--- config.mk ---
export PLATFORM = sky130hd
export DESIGN_NAME = acionador_irrigacao_flat
export DESIGN_NICKNAME = d
export VERILOG_FILES = /design/src/rtl/acionador_irrigacao_if.sv /design/src/rtl/acionador_irrigacao.sv /design/src/flat_wrapper.sv
export SDC_FILE = /design/constraint.sdc
export NUM_CORES = 1
export LEC_CHECK = 0
export CORE_MARGIN = 2
export CORE_UTILIZATION = 55
export CTS_CLUSTER_DIAMETER = 120
export CTS_CLUSTER_SIZE = 28
export DETAILED_ROUTE_END_ITERATION = 7
export GPL_TIMING_DRIVEN = 0
export PLACE_DENSITY = 0.89
export SLEW_MARGIN = 10
export SYNTH_ARGS = -nofsm -noshare
export SYNTH_HDL_FRONTEND = slang
export SYNTH_SLANG_ARGS = --single-unit
--- constraint.sdc ---
create_clock -name Clock -period 5.6 [get_ports Clock]
set_input_delay 1.4 -clock Clock [delete_from_list [all_inputs] [get_ports Clock]]
set_output_delay 1.4 -clock Clock [all_outputs]
set_load 0.02 [all_outputs]
--- src/rtl/acionador_irrigacao_if.sv ---
// ---------------------------------------------------------------------------
// acionador_irrigacao_if
//   Bundle of request and actuator signals between the irrigation decision
//   logic (master) and the actuator driver acionador_irrigacao (slave).
//
//   Requests (master -> slave):
//     Tick            single-cycle timebase enable from the shared prescaler
//     Gotejamento     drip request            (asynchronous source)
//     Aspersao        sprinkler request       (asynchronous source)
//     Alarme          tank alarm              (asynchronous source)
//     Erro            sensor inconsistency    (asynchronous source)
//     ValvulaEntrada  tank fill request       (asynchronous source)
//     LimpaFalha      synchronous pulse clearing FalhaEnchimento
//   Actuators (slave -> master):
//     ValvulaGotejo, ValvulaAspersor, Bomba, ValvulaEntradaOut,
//     FalhaEnchimento (sticky fill-timeout fault), Estado[2:0] (FSM code)
// ---------------------------------------------------------------------------
interface acionador_irrigacao_if;
    logic       Tick;
    logic       Gotejamento;
    logic       Aspersao;
    logic       Alarme;
    logic       Erro;
    logic       ValvulaEntrada;
    logic       LimpaFalha;
    logic       ValvulaGotejo;
    logic       ValvulaAspersor;
    logic       Bomba;
    logic       ValvulaEntradaOut;
    logic       FalhaEnchimento;
    logic [2:0] Estado;

    modport master (
        output Tick, Gotejamento, Aspersao, Alarme, Erro, ValvulaEntrada, LimpaFalha,
        input  ValvulaGotejo, ValvulaAspersor, Bomba, ValvulaEntradaOut,
               FalhaEnchimento, Estado
    );

    modport slave (
        input  Tick, Gotejamento, Aspersao, Alarme, Erro, ValvulaEntrada, LimpaFalha,
        output ValvulaGotejo, ValvulaAspersor, Bomba, ValvulaEntradaOut,
               FalhaEnchimento, Estado
    );
endinterface

--- src/rtl/acionador_irrigacao.sv ---
// ---------------------------------------------------------------------------
// acionador_irrigacao
//   Drives the irrigation actuators (drip valve, sprinkler valve, pump, tank
//   fill valve) from the decision-logic requests. Enforces a minimum on time
//   per irrigation mode, a pause between modes, immediate shutdown on alarm
//   or sensor error, and a fill-valve timeout fault. All timers count Tick.
//
//   Ports:
//     Clock    system clock, rising edge
//     Reset_n  asynchronous active-low reset (all outputs 0, Estado OCIOSO)
//     bus      acionador_irrigacao_if.slave: requests in, actuators out
//
//   Estado codes: OCIOSO=000 GOTEJO=001 ASPERSAO=010 PAUSA=011 BLOQUEIO=100
// ---------------------------------------------------------------------------
module acionador_irrigacao #(
    parameter int TEMPO_MIN_LIGADO    = 8,
    parameter int TEMPO_MIN_DESLIGADO = 4,
    parameter int TIMEOUT_ENCHIMENTO  = 64,
    parameter int CONT_W              = 8
) (
    input  logic                  Clock,
    input  logic                  Reset_n,
    acionador_irrigacao_if.slave  bus
);

    localparam logic [2:0] OCIOSO   = 3'b000;
    localparam logic [2:0] GOTEJO   = 3'b001;
    localparam logic [2:0] ASPERSAO = 3'b010;
    localparam logic [2:0] PAUSA    = 3'b011;
    localparam logic [2:0] BLOQUEIO = 3'b100;

    localparam logic [CONT_W-1:0] CNT_MAX = '1;
    localparam logic [CONT_W-1:0] MIN_ON  = CONT_W'(TEMPO_MIN_LIGADO);
    localparam logic [CONT_W-1:0] MIN_OFF = CONT_W'(TEMPO_MIN_DESLIGADO);
    localparam logic [CONT_W-1:0] TIMEOUT = CONT_W'(TIMEOUT_ENCHIMENTO);

    function automatic logic [CONT_W-1:0] sat_inc(input logic [CONT_W-1:0] v);
        return (v == CNT_MAX) ? v : v + 1'b1;
    endfunction

    // Synchroniser bit order: {ValvulaEntrada, Erro, Alarme, Aspersao, Gotejamento}
    logic [4:0]        sync1_q, sync1_d;
    logic [4:0]        sync2_q, sync2_d;
    logic [2:0]        estado_q, estado_d;
    logic [CONT_W-1:0] t_q, t_d;
    logic [CONT_W-1:0] f_q, f_d;
    logic              vg_q, vg_d;
    logic              va_q, va_d;
    logic              bomba_q, bomba_d;
    logic              veo_q, veo_d;
    logic              falha_q, falha_d;

    logic              gotejamento_s, aspersao_s, alarme_s, erro_s, valvula_entrada_s;
    logic              bloq;
    logic [CONT_W-1:0] t_cnt;
    logic [CONT_W-1:0] f_inc;

    assign gotejamento_s     = sync2_q[0];
    assign aspersao_s        = sync2_q[1];
    assign alarme_s          = sync2_q[2];
    assign erro_s            = sync2_q[3];
    assign valvula_entrada_s = sync2_q[4];
    assign bloq              = alarme_s | erro_s;

    always_comb begin
        sync1_d = {bus.ValvulaEntrada, bus.Erro, bus.Alarme, bus.Aspersao, bus.Gotejamento};
        sync2_d = sync1_q;
    end

    // Mode FSM. t_cnt includes the Tick of the current cycle, so a mode with
    // a minimum of N Ticks is left on the edge that completes its N-th Tick.
    always_comb begin
        estado_d = estado_q;
        t_cnt    = bus.Tick ? sat_inc(t_q) : t_q;
        case (estado_q)
            OCIOSO: begin
                if (gotejamento_s && !aspersao_s) begin
                    estado_d = GOTEJO;
                end else if (aspersao_s && !gotejamento_s) begin
                    estado_d = ASPERSAO;
                end
            end
            GOTEJO: begin
                if ((t_cnt >= MIN_ON) && (!gotejamento_s || aspersao_s)) begin
                    estado_d = PAUSA;
                end
            end
            ASPERSAO: begin
                if ((t_cnt >= MIN_ON) && (!aspersao_s || gotejamento_s)) begin
                    estado_d = PAUSA;
                end
            end
            PAUSA: begin
                if (t_cnt >= MIN_OFF) begin
                    estado_d = OCIOSO;
                end
            end
            BLOQUEIO: begin
                // Leaving BLOQUEIO goes through PAUSA so the minimum off time
                // is honoured after an alarm; staying is handled by bloq below.
                estado_d = PAUSA;
            end
            default: begin
                estado_d = OCIOSO;
            end
        endcase
        if (bloq) begin
            estado_d = BLOQUEIO;
        end

        t_d = (estado_d != estado_q) ? '0 : t_cnt;

        // Outputs decode from the next state so they switch with Estado.
        vg_d    = (estado_d == GOTEJO);
        va_d    = (estado_d == ASPERSAO);
        bomba_d = vg_d | va_d;
    end

    // Fill-valve supervision. LimpaFalha has priority over a coincident
    // timeout and also restarts the timer, otherwise the saturated count
    // would re-trip the fault on the next Tick.
    always_comb begin
        f_inc   = (veo_q && bus.Tick) ? sat_inc(f_q) : f_q;
        f_d     = f_inc;
        falha_d = falha_q;
        if (bus.LimpaFalha) begin
            f_d     = '0;
            falha_d = 1'b0;
        end else if (!valvula_entrada_s) begin
            f_d     = '0;
        end else if (f_inc >= TIMEOUT) begin
            f_d     = TIMEOUT;
            falha_d = 1'b1;
        end
        veo_d = valvula_entrada_s & ~falha_q & ~erro_s;
    end

    always_ff @(posedge Clock or negedge Reset_n) begin
        if (!Reset_n) begin
            sync1_q  <= '0;
            sync2_q  <= '0;
            estado_q <= OCIOSO;
            t_q      <= '0;
            f_q      <= '0;
            vg_q     <= 1'b0;
            va_q     <= 1'b0;
            bomba_q  <= 1'b0;
            veo_q    <= 1'b0;
            falha_q  <= 1'b0;
        end else begin
            sync1_q  <= sync1_d;
            sync2_q  <= sync2_d;
            estado_q <= estado_d;
            t_q      <= t_d;
            f_q      <= f_d;
            vg_q     <= vg_d;
            va_q     <= va_d;
            bomba_q  <= bomba_d;
            veo_q    <= veo_d;
            falha_q  <= falha_d;
        end
    end

    assign bus.ValvulaGotejo     = vg_q;
    assign bus.ValvulaAspersor   = va_q;
    assign bus.Bomba             = bomba_q;
    assign bus.ValvulaEntradaOut = veo_q;
    assign bus.FalhaEnchimento   = falha_q;
    assign bus.Estado            = estado_q;

endmodule

--- src/flat_wrapper.sv ---
// flat-port wrapper written by rule: the top's interface ports become plain ports
module acionador_irrigacao_flat 
#(
    parameter int TEMPO_MIN_LIGADO    = 8,
    parameter int TEMPO_MIN_DESLIGADO = 4,
    parameter int TIMEOUT_ENCHIMENTO  = 64,
    parameter int CONT_W              = 8
)
  (Clock, Reset_n, bus_Tick, bus_Gotejamento, bus_Aspersao, bus_Alarme, bus_Erro, bus_ValvulaEntrada, bus_LimpaFalha, bus_ValvulaGotejo, bus_ValvulaAspersor, bus_Bomba, bus_ValvulaEntradaOut, bus_FalhaEnchimento, bus_Estado);
  acionador_irrigacao_if bus_i ();
  input  logic Clock;
  input  logic Reset_n;
  input wire logic [$bits(bus_i.Tick)-1:0] bus_Tick;
  input wire logic [$bits(bus_i.Gotejamento)-1:0] bus_Gotejamento;
  input wire logic [$bits(bus_i.Aspersao)-1:0] bus_Aspersao;
  input wire logic [$bits(bus_i.Alarme)-1:0] bus_Alarme;
  input wire logic [$bits(bus_i.Erro)-1:0] bus_Erro;
  input wire logic [$bits(bus_i.ValvulaEntrada)-1:0] bus_ValvulaEntrada;
  input wire logic [$bits(bus_i.LimpaFalha)-1:0] bus_LimpaFalha;
  output wire logic [$bits(bus_i.ValvulaGotejo)-1:0] bus_ValvulaGotejo;
  output wire logic [$bits(bus_i.ValvulaAspersor)-1:0] bus_ValvulaAspersor;
  output wire logic [$bits(bus_i.Bomba)-1:0] bus_Bomba;
  output wire logic [$bits(bus_i.ValvulaEntradaOut)-1:0] bus_ValvulaEntradaOut;
  output wire logic [$bits(bus_i.FalhaEnchimento)-1:0] bus_FalhaEnchimento;
  output wire logic [$bits(bus_i.Estado)-1:0] bus_Estado;
  assign bus_i.Tick = bus_Tick;
  assign bus_i.Gotejamento = bus_Gotejamento;
  assign bus_i.Aspersao = bus_Aspersao;
  assign bus_i.Alarme = bus_Alarme;
  assign bus_i.Erro = bus_Erro;
  assign bus_i.ValvulaEntrada = bus_ValvulaEntrada;
  assign bus_i.LimpaFalha = bus_LimpaFalha;
  assign bus_ValvulaGotejo = bus_i.ValvulaGotejo;
  assign bus_ValvulaAspersor = bus_i.ValvulaAspersor;
  assign bus_Bomba = bus_i.Bomba;
  assign bus_ValvulaEntradaOut = bus_i.ValvulaEntradaOut;
  assign bus_FalhaEnchimento = bus_i.FalhaEnchimento;
  assign bus_Estado = bus_i.Estado;
  acionador_irrigacao #(.TEMPO_MIN_LIGADO(TEMPO_MIN_LIGADO), .TEMPO_MIN_DESLIGADO(TEMPO_MIN_DESLIGADO), .TIMEOUT_ENCHIMENTO(TIMEOUT_ENCHIMENTO), .CONT_W(CONT_W)) u_core (.Clock(Clock), .Reset_n(Reset_n), .bus(bus_i));
endmodule
==> reports/qor.yml <==
hold_depth: 0
cts.htree.levels: 2
leakage_uw: 0.000883
cts_setup_buffers: 0
hold_viol: 0
port_buffers: 16
ant_nets: 0
synth_top_area_share_pct: 48.7
arrival_ns: 3.78
relSlewSlack_pct: 52.6
netlist_top_cells_count: "dfrtp_1, nor2_1, nand2_1"
dominantRegCellSynth: "dfrtp_1"
coreArea_um2: 3030
hold_path_class: "reg2reg"
synth_area_um2: 1750
fin_crit_ns: 3.58
max_freq_mhz: 279
ios: 17
place.gp.congestion: 0.906
synth_most_common_cell: "dfrtp_1"
cts_tree: "built"
maxCapViolations: 0
grt_pass1_vias: 1366
ir_drop_mv: 0.218
grt_pass1_wl_um: 6070
post-route-period-util_pct: 64.0
wl_per_cell_um: 14.9
fin_util_pct: 68.2
antenna_cells: 0
yosysSeqAreaShare_pct: 48.7
drtPass1Iterations: 5
first_iter_violations: 79
fp-row-count: 20
drc: 0
grt_max_degree: 35
cp-start-kind: "input port"
clk_path_buf_depth: 2
synth-seq-cells: 34
synth_async_sr_flop_share_pct: 100
skew_ns: 0.0156
yosysUniqueCellTypes: 50
avgSynthCellArea_um2: 10.5
tns_ns: 0
floorplan.initialDensity_pct: 57.7
die_w_um: 60.4
cts.reportedPaths.clkPinSlew_ns: 0.10
worstRegToRegCells: 8
netlist_top_cells_area: "dfrtp_1, nor2_1, nand2_1"
cts.sink_count: 34
grt_usage_pct: 22.6
syn_inst: 166
viasPerCell: 5.88
status: "complete, no violations"
rsz0062_at_grt: "no"
die_area_um2: 3650
layout-drive-gt1-share_pct: 12.1
dp_hpwl_um: 2510
vias: 1377
slew_violations: 0
crit_type: "in2reg"
endpoint_kind: "flip-flop"
synth_edf_count: 0
max_slew.worst_pin.slew_ns: 0.710
ys_warn_count: 0
final_nets: 200
syn-num-nets: 177
clkLatencyLatePin_ns: 0.33
cts-hold-fix-buffers: 0
yosysTopAreaCell: "dfrtp_1"
syn_to_final_growth_pct: 18.1
overflow: 0
setup_violations: 0
cts_resized: 0
wirelength_um: 3490
cts_buffers: 5
required_ns: 5.80
die-height_um: 60.4
power_density_nw_per_um2: 268
antenna_found_initial: 0
crit_fanout: 10
root_buffer: "clkbuf_4"
p_total_uw: 553
## sequential cells by signal, indices dropped and copies added (netlist names)
name,count
u_core.sync1_q,5
u_core.sync2_q,5
u_core.bus.FalhaEnchimento,1
u_core.bus.ValvulaGotejo,1
u_core.t_q,8
u_core.bus.Estado,3
u_core.f_q,8
u_core.bus.ValvulaEntradaOut,1
u_core.bus.Bomba,1
u_core.bus.ValvulaAspersor,1
## critical path, cell delays in order
cell and delay [ns]:
clkdlybuf4s50_1 0.49, buf_4 0.18, nand4_4 0.17, nor4b_1 0.40, o32a_4 0.29, nand2_2 0.09
mux2i_2 0.21, o311ai_4 0.44, nor2_1 0.11
## layer usage
metal,vias up,track usage [%],wire [um],part of all wire (%)
met5,-,0,0,0
met4,0,8.57,50,1.4
met3,7,4.90,129,3.7
met2,34,38.5,1830,52
met1,684,28.2,1480,42
li1,652,-,-,-
## cells by family (layout without fill, tap and decap cells)
group                    count (synthesis)  count (layout)  share of synthesized area [%]
other                                    1               1                          0.215
flip-flops                              34              34                           48.7
buffers and inverters                    7              31                           1.72
AO/OA/AOI/OAI                           34              34                           17.9
adder cells (fa/ha/maj)                  2               2                           1.43
AND/OR/NAND/NOR                         80              80                           25.5
XOR/XNOR                                 3               3                           1.50
multiplexers                             5               5                           3.08
## final timing paths
kind                                   start                    to  slack, ns
max                                 bus_Tick         u_core.t_q[4]       2.02
min                        u_core.sync1_q[0]     u_core.sync2_q[0]       0.36
max reg2reg                    u_core.t_q[0]         u_core.t_q[7]       3.10
min reg2reg                u_core.sync1_q[0]     u_core.sync2_q[0]       0.36
max in group asynchronous            Reset_n  u_core.bus.Estado[1]       4.02
min in group asynchronous            Reset_n         u_core.t_q[1]       1.11
## power by group
group | internal, uW | switching, uW | total [uW]
Sequential | 255 | 9.14 | 264
Combinational | 27.8 | 37.8 | 65.6
Clock | 140 | 83.0 | 223
Total | 423 | 130 | 553
## metrics by stage
stage / cell area, um2 / instances / worst slack (ns) / hold WS (ns)
after floorplan: 1750 / 166 / 2.48 / 0.331
after global placement: 1960 / 226 / 1.82 / 0.333
after detailed placement: 1960 / 226 / 1.72 / 0.343
after CTS: 2060 / 234 / 2.05 / 0.367
after global routing: 2060 / 234 / 1.87 / 0.371
final: 2060 / 234 / 2.02 / 0.363
## cell type report
cell class              count  area [um2]
multi-input cells         125         867
clock inverters             3        68.8
repair buffers             16         155
plain buffers               4        18.8
inverters                   3        11.3
fillers                   212         963
flip-flops and latches     34         851
clock buffers               5        37.5
well taps                  44        55.1
## layout by cell type, fill, tap and decap left out, types with 3 or more instances in the layout
cell type	instances
inv_1	3
nor3_1	4
nor2_1	18
dfrtp_1	34
o21ai_0	8
nand2_1	15
clkdlybuf4s50_1	15
nand3_1	11
nor2b_1	3
a21oi_1	4
clkbuf_4	5
mux2i_1	4
nor3b_1	3
a21o_1	4
clkbuf_1	3
a31oi_1	3
and3_1	8
No activity file was read; power rests on OpenSTA's default activity.
==> edit 1, RTL diff (same settings) <==
`CONT_W` is set to 8 in 2 places; all go to 12.
--- a/src/rtl/acionador_irrigacao.sv
+++ b/src/rtl/acionador_irrigacao.sv
@@ -18,3 +18,3 @@
     parameter int TIMEOUT_ENCHIMENTO  = 64,
-    parameter int CONT_W              = 8
+    parameter int CONT_W              = 12
 ) (
--- a/src/flat_wrapper.sv
+++ b/src/flat_wrapper.sv
@@ -6,3 +6,3 @@
     parameter int TIMEOUT_ENCHIMENTO  = 64,
-    parameter int CONT_W              = 8
+    parameter int CONT_W              = 12
 )
Behaviour: no difference found for any inputs over 10 cycles, from zero or initial values and one cycle with Reset_n low; that may be too few to reach the edited logic, so the function may still have changed.
==> edit 1 against the unedited design <==
Power increased by 15%. Final area rose by 22%. Utilization decreased by 0.34 points. First-iteration DRC count is 11% lower. Routed wire length increased by 13%. Non-clock buffer count up 6. Setup slack got worse by 21 ps. Sequential cell count up 8. Synthesized area rose by 23%.
==> edit 1: results <==
group,metric,value,unit
global_routing,grt_pass1_wl,6.89,mm
global_routing,track_usage,0.207,
worst_setup_path,arrival,3830,ps
power_and_ir_drop,ir_worst_vdd,0.183,mV
run_status,status,"finished, final reports clean",
worst_setup_path,ff2ff_path_depth,9,
place,port_buffers,16,
global_routing,grt_util_met2,0.341,
clocking,cts_buffer_depth,2,
clocking,cts.htree.levels,2,
worst_setup_path,cpLargestDelayFamily,"simple AND/OR/NAND/NOR gates",
yosys,ys.flop_type,"dfrtp_1",
final_layout,reg_top3,"u_core.f_q x12, u_core.t_q x12",
yosys,synthDistinctLibCells,51,
clocking,post_cts_resized,0,
worst_hold_path,hold_path.class,"reg2reg",
clocking,numCtsBuffers,5,
yosys,async_flop_share,1.00,
clocking,clk_latency,290,ps
yosys,synthTopCellsByCount,"42 x dfrtp_1, 24 x nor2_1, 16 x nand2_1",
routing,drtIter0Drc,70,
final_layout,fillers,288,
worst_setup_path,worst_path_max_delay_cell,"clkdlybuf4s50_1",
yosys,synth-xor-area-share,0.0528,
routing,wl_per_cell,13.9,um
yosys,synthMuxAreaShare,0.0139,
worst_hold_path,hold_depth,0,
clocking,clkTransAtPathRegs,80,ps
worst_setup_path,worstPathMaxFanout,10,
final_layout,antenna_cells,0,
sta,slew_viol_final,0,
yosys,synth_compound_area_frac,0.134,
global_routing,use_met3,0.0642,
final_layout,drive_gt1_frac,0.140,
power_and_ir_drop,p_leak,1.05,nW
place,gp_congestion,0.857,
place,hpwl,2.82,mm
final_layout,layout.nets,246,
place,place_ws,1750,ps
yosys,synthTopCellsByArea,"dfrtp_1 49%, nor2_1 4.2%, xor2_1 3.2%, nand2_1 2.8%, nand3_1 2.3%",
routing,vias_per_cell,5.62,
global_routing,grt_max_degree,32,
global_routing,antenna_found_initial,0,
global_routing,grt_util_met1,0.257,
yosys,yosys.area_share.adder,0.0116,
routing,firstDrtPassIters,4,
clocking,root_buffer,"clkbuf_8",
global_routing,grt_pass1_vias,1572,
sta,skew,8.61,ps
yosys,yosysSeqAreaShare,0.487,
yosys,ys_warn_count,0,
worst_setup_path,critPathMaxStageDelay,490,ps
clocking,post_cts_buffers,0,
## edit 1: path summary, 6_finish.rpt
path / from / end / slack [ps]
max: bus_Tick / u_core.t_q[4] / 2000
min: u_core.sync1_q[4] / u_core.sync2_q[4] / 360
max reg2reg: u_core.t_q[0] / u_core.t_q[4] / 2900
min reg2reg: u_core.sync1_q[4] / u_core.sync2_q[4] / 360
max in group asynchronous: Reset_n / u_core.f_q[7] / 4170
min in group asynchronous: Reset_n / u_core.t_q[8] / 970
## edit 1: final cells by class
cell class,instances,area [sq um],area share
Timing Repair Buffer,17,175,0.0695
Tap cell,48,60.1,0.0238
Sequential cell,42,1050,0.417
Clock buffer,5,68.8,0.0273
Buffer,9,62.6,0.0248
Inverter,5,18.8,0.00744
Multi-Input combinational cell,155,1040,0.412
Clock inverter,3,45.0,0.0179
## edit 1: cells by family after synthesis
logic type	count (synthesis)
compound gates	35
xor+xnor	13
fa+ha+maj	2
buf+inv	14
flops	42
mux	3
other cells	1
simple gates	97
## edit 1: per-stage QoR
step	hold WS (ps)	power (W)	instance area (sq um)	instances	util
4_1_cts	356	0.000640	2520	284	0.678
5_1_grt	363	0.000663	2520	284	0.678
6_report	356	0.000635	2520	284	0.678
3_3_place_gp	331	0.000398	2390	275	0.644
2_1_floorplan	331	0.000371	2170	211	-
3_5_place_dp	336	0.000401	2410	276	0.648
## edit 1: per-layer routing
metal,routed length (um),up-vias
met1,1780,772
met2,1990,26
li1,-,791
met3,123,7
met4,64,0
met5,0,-
## edit 1: where the power goes
part | switching, W | internal (W) | leakage (nW)
clock | 0.000107 | 0.000133 | 0.0504
sequential | 0.00000963 | 0.000315 | 0.542
combinational | 0.0000401 | 0.0000311 | 0.460
total | 0.000157 | 0.000478 | 1.05
==> edit 2, RTL diff (config.mk and constraints unchanged) <==
Made on the original files. Reset style: synchronous (`Reset_n`), changed in one clocked block. Comments in the files are not updated.
--- a/src/rtl/acionador_irrigacao.sv
+++ b/src/rtl/acionador_irrigacao.sv
@@ -137,3 +137,3 @@
 
-    always_ff @(posedge Clock or negedge Reset_n) begin
+    always_ff @(posedge Clock) begin
         if (!Reset_n) begin
Behaviour: differs if Reset_n is asserted again (counterexample within 4 cycles, from zero or initial values and one cycle with Reset_n low); with Reset_n held inactive, the same outputs for 10 cycles.
==> edit 2 against the unedited design <==
Via count is 8.9% lower. Synthesized area is 7.7% lower. Final cell count is 4.7% lower. Sequential cell count stayed put. Fmax is 22% higher. Final area is 9.1% lower. Power is 12% lower. Worst hold slack better by 83 ps. Setup slack better by 650 ps. Routed wire length is 18% lower. Clock skew is 3.2 ps lower. Largest cell class unchanged.
==> edit 2: results <==
group,metric,value,unit
global_routing,grt_pass1_vias,1243,
place,place_area,1800,sq um
worst_setup_path,arrival,3120,ps
yosys,synthTopCellsByArea,"dfxtp_1 42%, and2_1 5.8%, nand3_1 3.4%, a2111oi_4 3.4%, mux2i_1 3.1%",
power_and_ir_drop,p_int,0.000371,W
routing,drt_wl_total,2.88,mm
worst_setup_path,critPathMaxStageDelay,450,ps
yosys,async_flop_share,0,
yosys,synthMuxAreaShare,0.0310,
run_status,status,"finished, final reports clean",
yosys,yosys.area_share.adder,0.0155,
global_routing,grt_max_degree,11,
yosys,synthTopCellsByCount,"34 x dfxtp_1, 15 x and2_1, 13 x nand2_1",
place,port_buffers,15,
yosys,synthDistinctLibCells,47,
yosys,syn_nets,180,
sta,skew,12.4,ps
place,gp_congestion,0.836,
routing,drtIter0Drc,77,
routing,firstDrtPassIters,4,
worst_setup_path,worst_path_max_delay_cell,"a211oi_4",
yosys,yosysSeqAreaShare,0.422,
final_layout,drive_gt1_frac,0.115,
yosys,synth_area,1610,sq um
yosys,ys.flop_type,"dfxtp_1",
final_layout,layout.nets,202,
power_and_ir_drop,p_leak,0.670,nW
final_layout,fillers,223,
yosys,synth-xor-area-share,0.0272,
global_routing,grt_pass1_wl,5.26,mm
yosys,synth_compound_area_frac,0.190,
place,hpwl,2.16,mm
routing,via_count,1255,
power_and_ir_drop,ir_worst_vdd,0.264,mV
global_routing,track_usage,0.208,
place,place_ws,2320,ps
## edit 2: cell count changes after synthesis, sizes merged, moves of 4 or more
cell	delta
dfrtp	-34
and3	-4
o21ai	-4
nor3	+4
nor2	-7
dfxtp	+34
and2	+13
## edit 2: critical path: cells and delay by family
kind / cells / cell delay (ps)
AND/OR/NAND/NOR: 5 / 910
AO/OA/AOI/OAI: 2 / 690
buffers and inverters: 1 / 110
## edit 2: cell type report
| class | instances | area (sq um) | share of cell area |
|---|---|---|---|
| multi-input cells | 125 | 878 | 0.468 |
| inverters | 3 | 11.3 | 0.00600 |
| clock inverters | 1 | 30.0 | 0.0160 |
| flip-flops and latches | 34 | 681 | 0.363 |
| plain buffers | 7 | 42.5 | 0.0227 |
| well taps | 31 | 38.8 | 0.0207 |
| clock buffers | 7 | 45.0 | 0.0240 |
| repair buffers | 15 | 150 | 0.0800 |
## edit 2: cells by family after synthesis
group | count (synthesis)
buffers and inverters | 10
XOR/XNOR | 5
flip-flops | 34
other | 1
adder cells (fa/ha/maj) | 2
AO/OA/AOI/OAI | 33
AND/OR/NAND/NOR | 79
multiplexers | 5
## edit 2: final timing paths
| kind | start | end | slack, ps | cells past startpoint |
|---|---|---|---|---|
| worst max-delay path | bus_Tick | u_core.t_q[7] | 2670 | 8 |
| worst max register to register | u_core.t_q[0] | u_core.t_q[7] | 3160 | 8 |
| worst min-delay path | u_core.sync1_q[1] | u_core.sync2_q[1] | 450 | 1 |
| worst min register to register | u_core.sync1_q[1] | u_core.sync2_q[1] | 450 | 1 |
## edit 2: stage by stage
| stage | power, W | std cells |
|---|---|---|
| 2_1_floorplan | 0.000298 | 169 |
| 5_1_grt | 0.000510 | 223 |
| 3_5_place_dp | 0.000318 | 215 |
| 3_3_place_gp | 0.000316 | 215 |
| 4_1_cts | 0.000489 | 223 |
| 6_report | 0.000484 | 223 |
## edit 2: power by group through the flow
stage                     sequential (W)  combinational [W]  clock, W
after global placement          0.000259          0.0000565         0
after CTS                       0.000254          0.0000584  0.000176
after floorplan                 0.000263          0.0000350         0
after global routing            0.000256          0.0000642  0.000191
after detailed placement        0.000260          0.0000583         0
final                           0.000254          0.0000584  0.000172
## edit 2: routing by layer
metal	track usage	wire length [um]	share of wire	vias to the layer above
li1	-	-	-	649
met1	0.227	1220	0.42	581
met2	0.369	1530	0.53	21
met3	0.0670	107	0.037	4
met4	0.0897	29	0.010	0
met5	0	0	0	-
